`src/rtl/seq_det_pkg.sv`:
```
// Shared types and helpers for the serial pattern detector.
package seq_det_pkg;

  typedef enum logic [1:0] {
    IDLE   = 2'd0,
    FILL   = 2'd1,
    DETECT = 2'd2
  } det_state_e;

  // Width needed to hold a pattern length in the range 0..pat_w.
  function automatic int len_width(input int pat_w);
    return $clog2(pat_w + 1);
  endfunction

  function automatic int clamp_len(input int len, input int pat_w);
    if (len < 1) return 1;
    if (len > pat_w) return pat_w;
    return len;
  endfunction

endpackage

```
`src/rtl/sat_counter.sv`:
```
// Saturating event counter; a clear in the same cycle as an increment leaves 1.
module sat_counter #(
  parameter int CNT_W = 8
) (
  input  logic             clk,
  input  logic             rst,
  input  logic             inc,
  input  logic             clr,
  output logic [CNT_W-1:0] cnt
);

  localparam logic [CNT_W-1:0] CNT_MAX = {CNT_W{1'b1}};

  // NOTE: sequential state uses non-blocking assignments so every register samples pre-edge values.
  always_ff @(posedge clk or posedge rst) begin
    if (rst) begin
      cnt <= '0;
    end else if (clr) begin
      cnt <= inc ? CNT_W'(1) : '0;
    end else if (inc && (cnt != CNT_MAX)) begin
      cnt <= cnt + CNT_W'(1);
    end
  end

endmodule

```
`src/rtl/seq_pattern_detector.sv`:
```
// Runtime-programmable serial pattern detector with overlap control and match statistics.
module seq_pattern_detector
  import seq_det_pkg::*;
#(
  parameter int PAT_W = 8,
  parameter int CNT_W = 8,
  parameter int LEN_W = len_width(PAT_W)
) (
  input  logic             clk,
  input  logic             rst,
  input  logic             x,
  input  logic             x_valid,
  input  logic             cfg_load,
  input  logic [PAT_W-1:0] cfg_pattern,
  input  logic [LEN_W-1:0] cfg_len,
  input  logic             cfg_overlap,
  input  logic             cnt_clr,
  output logic             y,
  output logic             armed,
  output logic [CNT_W-1:0] match_cnt
);

  det_state_e       state_q, state_d;
  logic [PAT_W-1:0] pat_q, pat_d;
  logic [LEN_W-1:0] len_q, len_d;
  logic             ovl_q, ovl_d;
  logic [PAT_W-1:0] hist_q, hist_d;
  logic [LEN_W-1:0] fill_q, fill_d;
  logic             y_q;

  logic [PAT_W-1:0] hist_next;
  logic [PAT_W-1:0] len_mask;
  logic [LEN_W-1:0] fill_inc;
  logic             sample;
  logic             window_full;
  logic             match;

  assign hist_next = {hist_q[PAT_W-2:0], x};
  // Shifting all-ones by len clears exactly the compared bits, including len == PAT_W.
  assign len_mask  = ~({PAT_W{1'b1}} << len_q);
  assign fill_inc  = fill_q + LEN_W'(1);

  assign sample      = x_valid && !cfg_load && (state_q != IDLE);
  assign window_full = (state_q == DETECT) || (fill_inc == len_q);
  assign match       = sample && window_full && (((hist_next ^ pat_q) & len_mask) == '0);

  // NOTE: every always_comb output gets a default first so no path can infer a latch.
  always_comb begin
    state_d = state_q;
    pat_d   = pat_q;
    len_d   = len_q;
    ovl_d   = ovl_q;
    hist_d  = hist_q;
    fill_d  = fill_q;

    if (cfg_load) begin
      pat_d   = cfg_pattern;
      len_d   = LEN_W'(clamp_len(int'(cfg_len), PAT_W));
      ovl_d   = cfg_overlap;
      hist_d  = '0;
      fill_d  = '0;
      state_d = FILL;
    end else if (sample) begin
      hist_d = hist_next;
      if (state_q == FILL) begin
        fill_d = fill_inc;
        if (fill_inc == len_q) state_d = DETECT;
      end
      // Non-overlapping mode restarts the window so no bit is shared between matches.
      if (match && !ovl_q) begin
        hist_d  = '0;
        fill_d  = '0;
        state_d = FILL;
      end
    end
  end

  always_ff @(posedge clk or posedge rst) begin
    if (rst) begin
      state_q <= IDLE;
      pat_q   <= '0;
      len_q   <= '0;
      ovl_q   <= 1'b0;
      hist_q  <= '0;
      fill_q  <= '0;
      y_q     <= 1'b0;
    end else begin
      state_q <= state_d;
      pat_q   <= pat_d;
      len_q   <= len_d;
      ovl_q   <= ovl_d;
      hist_q  <= hist_d;
      fill_q  <= fill_d;
      y_q     <= match;
    end
  end

  sat_counter #(
    .CNT_W(CNT_W)
  ) u_match_cnt (
    .clk(clk),
    .rst(rst),
    .inc(match),
    .clr(cnt_clr),
    .cnt(match_cnt)
  );

  assign y     = y_q;
  assign armed = (state_q != IDLE);

endmodule

```
`config.mk`:
```
export PLATFORM = sky130hd
export DESIGN_NAME = seq_pattern_detector
export DESIGN_NICKNAME = d
export VERILOG_FILES = /design/src/rtl/seq_det_pkg.sv /design/src/rtl/sat_counter.sv /design/src/rtl/seq_pattern_detector.sv
export SDC_FILE = /design/constraint.sdc
export NUM_CORES = 1
export LEC_CHECK = 0
export BUFFER_PORTS_ARGS = -buffer_cell sky130_fd_sc_hd__buf_2
export CORE_UTILIZATION = 50
export DETAILED_ROUTE_END_ITERATION = 7
export PLACE_DENSITY = 0.84
export SETUP_SLACK_MARGIN = 0.02
export SLEW_MARGIN = 20
export SYNTH_ARGS = -nofsm -noshare
export SYNTH_HDL_FRONTEND = slang
export SYNTH_SLANG_ARGS = --single-unit
```
`constraint.sdc`:
```
create_clock -name clk -period 2.52 [get_ports clk]
set_input_delay 0.378 -clock clk [delete_from_list [all_inputs] [get_ports clk]]
set_output_delay 0.378 -clock clk [all_outputs]
set_load 0.01 [all_outputs]
```
# After elaboration in Yosys (flattened, before gate mapping)
# Index checks and enable logic that the tools add are counted.
# W data, S select, Z words.
# totals
register_bits	35
inputBits	19
output_inout_bits	10
wordCells	61
# op_classes
add_sub_neg	2
order_cmp	2
n_eq_ne	4
shifts	1
mux	24
bitwise	3
n_reduce_logical	17
# op_table
op	n
$mux W4	7
$mux W7	3
$mux W8	2
$mux W2	5
$add A8 B1 Y8 const B	1
$and A8 B8 Y8	1
$logic_not A8 Y1	1
$ne A8 B8 Y1 const B	1
$not A8 Y8	1
$shl A8 B4 Y8 const A	1
$xor A8 B8 Y8	1
$mux W1	7
$logic_and A1 B1 Y1	6
$reduce_bool A2 Y1	3
$reduce_bool A3 Y1	2
$add A4 B1 Y4 const B	1
$eq A4 B4 Y1	1
$gt A4 B4 Y1 const B	1
$lt A4 B1 Y1 const B	1
$reduce_and A3 Y1	1
$eq A2 B1 Y1 const B	1
$eq A2 B2 Y1 const B	1
$logic_not A1 Y1	2
$reduce_and A2 Y1	1
$logic_or A1 B1 Y1	1

# Logic depth before layout (Yosys ltp)
# Gate-level depths: netlist of the first run.
# depth
ltp_word	9
depth_mapped	9
ltp_nobuf	8

# By module
# A second synthesis of the first run with hierarchy kept.
# hier_totals
cells_unflattened	178
area_unflattened_um2	1825.5
# modules_own_cells
mod	instances	cells_each	area_each_um2	seq_area_each_um2
seq_pattern_detector	1	131	1375.1	675.6
sat_counter	1	47	450.4	200.2

# Least setup slack after synthesis of the first run
# No wires, ideal clock.
# synth_path
path_type	flip-flop to flip-flop
startpoint	register fill_q[0]
endpoint	register u_match_cnt.cnt[3]
setup_time_ps	78
arrival_time_ps	2132
required_time_ps	2442
slack_ps	310
stages_incl_launch_ff	9
path_buffers	1
period_less_slack_ps	2210
cell_sequence	dfrtp_1 > ha_1 > xor2_1 > xnor2_1 > nand4_1 > a211o_1 > buf_6 > or4_1 > a21oi_1
# synth_via
elab_chain_len	7
# synth_lines
element	line_no	rtl
start, declared	seq_pattern_detector.sv:28	logic [LEN_W-1:0] fill_q, fill_d;
start signal, assigned	seq_pattern_detector.sv:93	fill_q <= fill_d;
$add A4 B1 Y4	seq_pattern_detector.sv:41	assign fill_inc = fill_q + LEN_W'(1);
$eq A4 B4 Y1	seq_pattern_detector.sv:44	assign window_full = (state_q == DETECT) || (fill_inc == len_q);
$logic_or A1 B1 Y1	seq_pattern_detector.sv:44	
$logic_and A1 B1 Y1 (2 in a row)	seq_pattern_detector.sv:45	assign match = sample && window_full && (((hist_next ^ pat_q) & len_mask) == '0);
$logic_and A1 B1 Y1	sat_counter.sv:20	end else if (inc && (cnt != CNT_MAX)) begin
$reduce_bool A2 Y1 (no line)	-	
end signal, assigned	sat_counter.sv:19	cnt <= inc ? CNT_W'(1) : '0;
end signal, assigned	sat_counter.sv:21	cnt <= cnt + CNT_W'(1);
end, declared	sat_counter.sv:9	output logic [CNT_W-1:0] cnt
# No other way between the ends.
# A chain may end at the register's enable or synchronous reset.

# Final worst setup path of the first run
# Ends and elaborated chain as after synthesis.

==> flow_summary_export.csv, run 1 <==
group,metric,value,unit
yosys,synth_seq_cells,35,
critical_path,crit_path_top_delay_cell,"or4_1",
flow_run,max-cap-violations,0,
critical_path,critPathKind,"flip-flop to flip-flop",
die,fp.coreArea,0.003337,mm^2
global_routing,grt.overflow.total,0,
critical_path,critical_path_peak_fanout,13,
clock_tree,cts_hold_buf,0,
yosys,mappedNetlistNets,183,
die,floorplan.die.height,61.13,um
critical_path,setup.worst_path.end_class,"flip-flop",
yosys,yosys.area.top_type,"dfrtp_1",
clock_tree,worstSkewPairLatency,0.36,ns
finish,share_of_layout_cells_above_drive_strength_1,0.2850,
yosys,yosysSeqAreaShare,0.5011,
route,route.met2.wl,1.480,mm
clock_tree,max_root_sink_buffers,2,
global_routing,grt_start_max_net_pins,36,
yosys,synth_cell_types,35,
yosys,ranking_of_synthesized_cells_by_area,"dfrtp_1 (50%), mux2_2 (7.7%), xor2_1 (5.5%)",
sta,totalNegativeSetupSlack,0,ns
yosys,synthDominantCellAreaShare,0.5011,
sta,report.final.slew_viol_count,0,
hold_path,hp-class,"input port to async pin",
sta,finalHoldViolations,0,
power,totalPowerFinal,1.324,mW
global_routing,grt_pass1_wl,5.499,mm
yosys,syn_area,0.001748,mm^2
power,static-leakage-power,0.9120,nW
die,die_x,61.13,um
yosys,ys_async_sr_fraction,1.000,
power,ir_worst_vdd,479.8,uV
die,std_cell_rows,21,
finish,finish.instance_area,0.002011,mm^2
critical_path,timing.critical_path.buf_inv,0,
die,num_io_pins,29,
route,drt_iter0_markers,49,
sta,setup_violations,0,
placed_design,dpl_cell_area,0.001926,mm^2
yosys,post_synth_inst_count,162,
sta,postLayoutSetupSlackWorst,0.1402,ns
global_routing,global_route.usage.total,0.2058,
clock_tree,postCtsSetupRepairBufs,0,
route,drt_pre_antenna_iters,4,
route,highest_routed_layer,"met4",
finish,flow.area_growth_from_synthesis,15.03,%
sta,fmax,0.4202,GHz
critical_path,worst_ep_arrival_time,2.65,ns
finish,fin_nets,213,
die,die_area,0.003736,mm^2
global_routing,grt_pass1_vias,1249,
route,number_of_vias_in_the_routed_layout,1366,
sta,slew-limit-headroom,0.5830,
route,wl_met3,154,um
global_routing,antenna_violations_before_repair,0,
placed_design,placement.io_buffers,28,
die,initial_core_util,0.5238,
finish,mostFrequentLayoutCell,"dfrtp_1",
yosys,ys_dominant_reg_cell,"dfrtp_1",
sta,timing_worst_slew_pin_value,0.6256,ns
route,avgViaCountPerCell,5.715,
placed_design,pre_cts_ws,0.05684,ns
finish,utilization,0.6026,
clock_tree,clock_sink_count,35,
route,drtAntennaViolNets,0,
critical_path,cp_top_family,"compound AO/OA/AOI/OAI gates",
route,wirelength_met1,1.551,mm
critical_path,cp.required,2.79,ns
power,power_density,658.5,mW/mm^2
yosys,yosys_warnings,0,
critical_path,crit_path_launch_type,"flip-flop",
sta,final.period_utilization,0.9443,
finish,num_antenna_cells,0,
route,detail_route.wl_per_cell,13.55,um
route,detail_route.drc_violations,0,
clock_tree,cts_tree,"done",
clock_tree,cts_htree_levels,2,
critical_path,critical_path.cell_chain,"ha_1 > xor2_1 > xnor2_1 > nand4_1 > a211o_2 > or4_1 > a21oi_1",
sta,finalClockSkew,0.01362,ns
sta,clock_period_minus_final_worst_setup_slack,2.380,ns
clock_tree,clock_tree_root,"clkbuf_4",
critical_path,cp_slowest_stage_delay,0.48,ns
sta,rsz0062_at_grt,"no",
placed_design,post-dp-hpwl,2.316,mm
route,wl,3.239,mm
clock_tree,cts_made_buffers,5,
clock_tree,cts.repair.resized,0,
yosys,syn-mean-instance-area,10.79,um^2
yosys,synth_edf_count,0,
placed_design,place_congestion,0.8789,
clock_tree,clock_pin_slew_reported_for_the_worst_setup_and_hold_paths_after_clock_tree_synthesis,0.12,ns
finish,final_cell_mix,"dfrtp_1 (35), buf_2 (28), nor2_1 (14)",
status,run_status,"finished, final reports clean",
==> layer usage <==
metal / track usage / up-vias
li1: - / 664
met3: 0.06513 / 6
met1: 0.2842 / 664
met2: 0.2935 / 32
met4: 0.1006 / 0
met5: 0 / -
==> path summary, 6_finish.rpt <==
check                                      startpoint                              to  slack, ns  depth (start not counted)
worst max-delay path            fill_q[0]$_DFFE_PP0P_  u_match_cnt.cnt[3]$_DFFE_PP0P_       0.14                          7
worst min-delay path                              rst           hist_q[1]$_DFFE_PP0P_       0.09                          3
worst max register to register  fill_q[0]$_DFFE_PP0P_  u_match_cnt.cnt[3]$_DFFE_PP0P_       0.14                          7
worst min register to register  hist_q[6]$_DFFE_PP0P_           hist_q[6]$_DFFE_PP0P_       0.54                          1
max in group asynchronous                         rst  u_match_cnt.cnt[4]$_DFFE_PP0P_       2.11                          3
min in group clk                           cfg_len[3]            len_q[1]$_DFFE_PP0P_       0.24                          2
==> cells in the mapped netlist (2+ instances only) <==
master	number
nand3_1	6
o31ai_1	4
a32o_1	7
dfrtp_1	35
inv_1	7
clkbuf_1	5
o41ai_1	3
xnor2_1	6
mux2_2	12
xor2_1	11
nor3_1	7
o21ai_0	4
ha_1	2
nand2_1	6
or4_1	4
a211o_1	2
a21oi_1	7
nor2_1	14
o22ai_1	2
nand4_1	3
==> layout make-up <==
| type | instances | area, um^2 |
|---|---|---|
| multi-input cells | 112 | 807.0 |
| inverters | 7 | 26.28 |
| clock buffers | 5 | 37.54 |
| fillers | 285 | 1326 |
| well taps | 46 | 57.56 |
| flip-flops and latches | 35 | 875.8 |
| clock inverters | 3 | 43.79 |
| repair buffers | 31 | 162.7 |
==> metrics by stage <==
stage / std cells / hold slack (ns)
2_1_floorplan: 162 / 0.4780
3_3_place_gp: 231 / 0.4919
3_5_place_dp: 231 / 0.4992
4_1_cts: 239 / 0.09954
5_1_grt: 239 / 0.1312
6_report: 239 / 0.09426
==> tightest hold or removal path, delay by kind of cell <==
family | cells | cell delay [ns]
buffers and inverters | 3 | 0.50
==> sequential cells by signal, indices dropped and copies added (netlist names) <==
signal	flops
y	1
pat_q	8
fill_q	4
ovl_q	1
hist_q	7
state_q	2
u_match_cnt.cnt	8
len_q	4
==> kinds of logic (layout without fill, tap and decap cells) <==
| group | count (synthesis) | count (layout) | synth area share |
|---|---|---|---|
| mux | 13 | 13 | 0.08304 |
| simple gates | 44 | 44 | 0.1231 |
| xor+xnor | 17 | 17 | 0.08518 |
| compound gates | 36 | 36 | 0.1539 |
| fa+ha+maj | 2 | 2 | 0.01431 |
| buf+inv | 15 | 46 | 0.03937 |
| flops | 35 | 35 | 0.5011 |
==> where the power goes <==
| part | switching (mW) | internal (mW) | leakage (nW) | total (mW) |
|---|---|---|---|---|
| Sequential | 0.0560 | 0.611 | 0.455 | 0.667 |
| Clock | 0.197 | 0.209 | 0.0452 | 0.405 |
| Combinational | 0.127 | 0.124 | 0.412 | 0.252 |
| Total | 0.380 | 0.944 | 0.912 | 1.32 |
(Power assumes the default switching activity.)
==> inputs of run 2 (changes only) <==
BUFFER_PORTS_ARGS = default   (was -buffer_cell sky130_fd_sc_hd__buf_2)
DONT_BUFFER_PORTS = 1   (was default)
PLACE_DENSITY = 0.77   (was 0.84)
clock period = 2.9 ns   (was 2.52 ns; I/O delays follow)
==> run 2 against run 1 <==
  * Total power is 19% lower
  * Via count is 5.0% lower
  * Sequential share of layout area is 3.9 points higher
  * Clock power is 27% lower
  * Clock-buffer cell count is 3 higher
  * Die area stayed put
  * Highest routed layer unchanged
==> flow_summary_export.csv, run 2 (synthesis results as in run 1) <==
group,metric,value,unit
clock_tree,clock_tree_root,"clkbuf_4",
die,floorplan.die.height,61.13,um
sta,final.period_utilization,0.8797,
route,drtAntennaViolNets,0,
global_routing,grt_pass1_vias,1303,
critical_path,timing.critical_path.buf_inv,1,
clock_tree,max_root_sink_buffers,2,
finish,flow.area_growth_from_synthesis,5.655,%
status,run_status,"finished, final reports clean",
die,num_io_pins,29,
placed_design,placement.io_buffers,0,
die,initial_core_util,0.5238,
clock_tree,cts_htree_levels,2,
critical_path,reg2regPathDepth,8,
sta,totalNegativeSetupSlack,0,ns
sta,finalHoldViolations,0,
clock_tree,cts_tree,"done",
global_routing,grt_pass1_wl,5.830,mm
critical_path,critical_path.reg2reg.endpoint,"hist_q[5]$_DFFE_PP0P_",
finish,largest_registers,"pat_q (8), u_match_cnt.cnt (8), hist_q (7)",
hold_path,hp-class,"input port to async pin",
power,seq_power_share,0.542,
sta,rsz0062_at_grt,"no",
die,die_area,0.003736,mm^2
sta,report.final.slew_viol_count,0,
finish,fin_nets,184,
critical_path,cp_top_family,"compound AO/OA/AOI/OAI gates",
sta,postLayoutSetupSlackWorst,0.3488,ns
clock_tree,clock_pin_slew_reported_for_the_worst_setup_and_hold_paths_after_clock_tree_synthesis,0.09,ns
power,cellInternalPower,0.7704,mW
power,switching_share,0.2839,
global_routing,antenna_violations_before_repair,0,
critical_path,crit_path_launch_type,"flip-flop",
route,drt_iter0_markers,57,
sta,setup_violations,0,
critical_path,critical_path_peak_fanout,13,
critical_path,crit_path_top_delay_cell,"a211o_1",
sta,finalClockSkew,0.003020,ns
finish,final.fill_count,296,
clock_tree,cts.repair.resized,0,
global_routing,grt.overflow.total,0,
finish,num_antenna_cells,0,
power,ir_worst_vdd,365.7,uV
sta,clock_period_minus_final_worst_setup_slack,2.551,ns
critical_path,worstReg2RegStart,"fill_q[0]$_DFFE_PP0P_",
route,wl,3.484,mm
critical_path,regToRegSetupSlack,0.35,ns
die,fp.coreArea,0.003337,mm^2
global_routing,global_route.usage.total,0.2204,
clock_tree,cts_hold_buf,0,
critical_path,worst_ep_arrival_time,2.78,ns
clock_tree,clock_sink_count,35,
route,detail_route.drc_violations,0,
die,die_x,61.13,um
finish,mostFrequentLayoutCell,"dfrtp_1",
route,drt_pre_antenna_iters,4,
critical_path,cp_slowest_stage_delay,0.46,ns
sta,fmax,0.3920,GHz
sta,slew-limit-headroom,0.5786,
route,detail_route.wl_per_cell,16.59,um
power,clock_power_share,0.274,
power,combinationalPowerShare,0.185,
clock_tree,postCtsSetupRepairBufs,0,
clock_tree,cts_made_buffers,5,
power,power_density,582.5,mW/mm^2
route,avgViaCountPerCell,6.181,
critical_path,critPathKind,"flip-flop to flip-flop",
critical_path,setup.worst_path.end_class,"flip-flop",
critical_path,cp.required,3.13,ns
finish,final_cell_mix,"dfrtp_1 (35), nor2_1 (14), mux2_2 (12)",
clock_tree,worstSkewPairLatency,0.33,ns
placed_design,pre_cts_ws,0.3910,ns
sta,timing_worst_slew_pin_value,0.6322,ns
power,net-switching-power,0.3055,mW
critical_path,critical_path.cell_chain,"ha_1 > xor2_1 > xnor2_1 > nand4_1 > a211o_1 > inv_1 > nand2b_1 > a32o_1",
die,std_cell_rows,21,
placed_design,place_congestion,0.8238,
power,static-leakage-power,0.7783,nW
finish,share_of_layout_cells_above_drive_strength_1,0.1341,
flow_run,max-cap-violations,0,
route,number_of_vias_in_the_routed_layout,1298,
global_routing,grt_start_max_net_pins,36,
## run 2: routing by layer
| layer | global-route usage | share of wire | vias to the layer above |
|---|---|---|---|
| li1 | - | - | 603 |
| met1 | 0.2795 | 0.43 | 648 |
| met2 | 0.3711 | 0.50 | 38 |
| met3 | 0.05042 | 0.047 | 9 |
| met4 | 0.07792 | 0.018 | 0 |
| met5 | 0 | 0 | - |
## run 2: how the worst max path moves through the flow
stage,startpoint,endpoint,cells past startpoint
global route,fill_q[0]$_DFFE_PP0P_,hist_q[5]$_DFFE_PP0P_,8
finish,fill_q[0]$_DFFE_PP0P_,hist_q[5]$_DFFE_PP0P_,8
detailed placement,fill_q[0]$_DFFE_PP0P_,hist_q[5]$_DFFE_PP0P_,8
floorplan,fill_q[0]$_DFFE_PP0P_,u_match_cnt.cnt[3]$_DFFE_PP0P_,8
global placement,fill_q[0]$_DFFE_PP0P_,hist_q[0]$_DFFE_PP0P_,8
CTS,fill_q[0]$_DFFE_PP0P_,hist_q[5]$_DFFE_PP0P_,8
## run 2: final cells by class
| type | instances | area (um^2) | area share |
|---|---|---|---|
| multi-input cells | 112 | 803.3 | 0.4350 |
| repair buffers | 2 | 15.01 | 0.008130 |
| well taps | 46 | 57.56 | 0.03117 |
| flip-flops and latches | 35 | 875.8 | 0.4743 |
| clock buffers | 8 | 68.82 | 0.03726 |
| inverters | 7 | 26.28 | 0.01423 |
## run 2: power groups by stage
stage	Sequential, mW	Combinational (mW)	Clock [mW]
2_1_floorplan	0.573	0.177	0
3_3_place_gp	0.587	0.186	0
3_5_place_dp	0.591	0.198	0
4_1_cts	0.581	0.200	0.300
5_1_grt	0.590	0.223	0.324
6_report	0.583	0.199	0.294
## run 2: metrics by stage
stage	cell area [um^2]	instances	total power [mW]	hold WS [ns]	util
detailed placement	1778	202	0.7889	0.4557	0.5328
global placement	1778	202	0.7734	0.4416	0.5328
CTS	1847	210	1.081	0.09107	0.5534
finish	1847	210	1.076	0.07391	0.5534
global route	1847	210	1.137	0.1109	0.5534
floorplan	1748	162	0.7497	0.4852	-
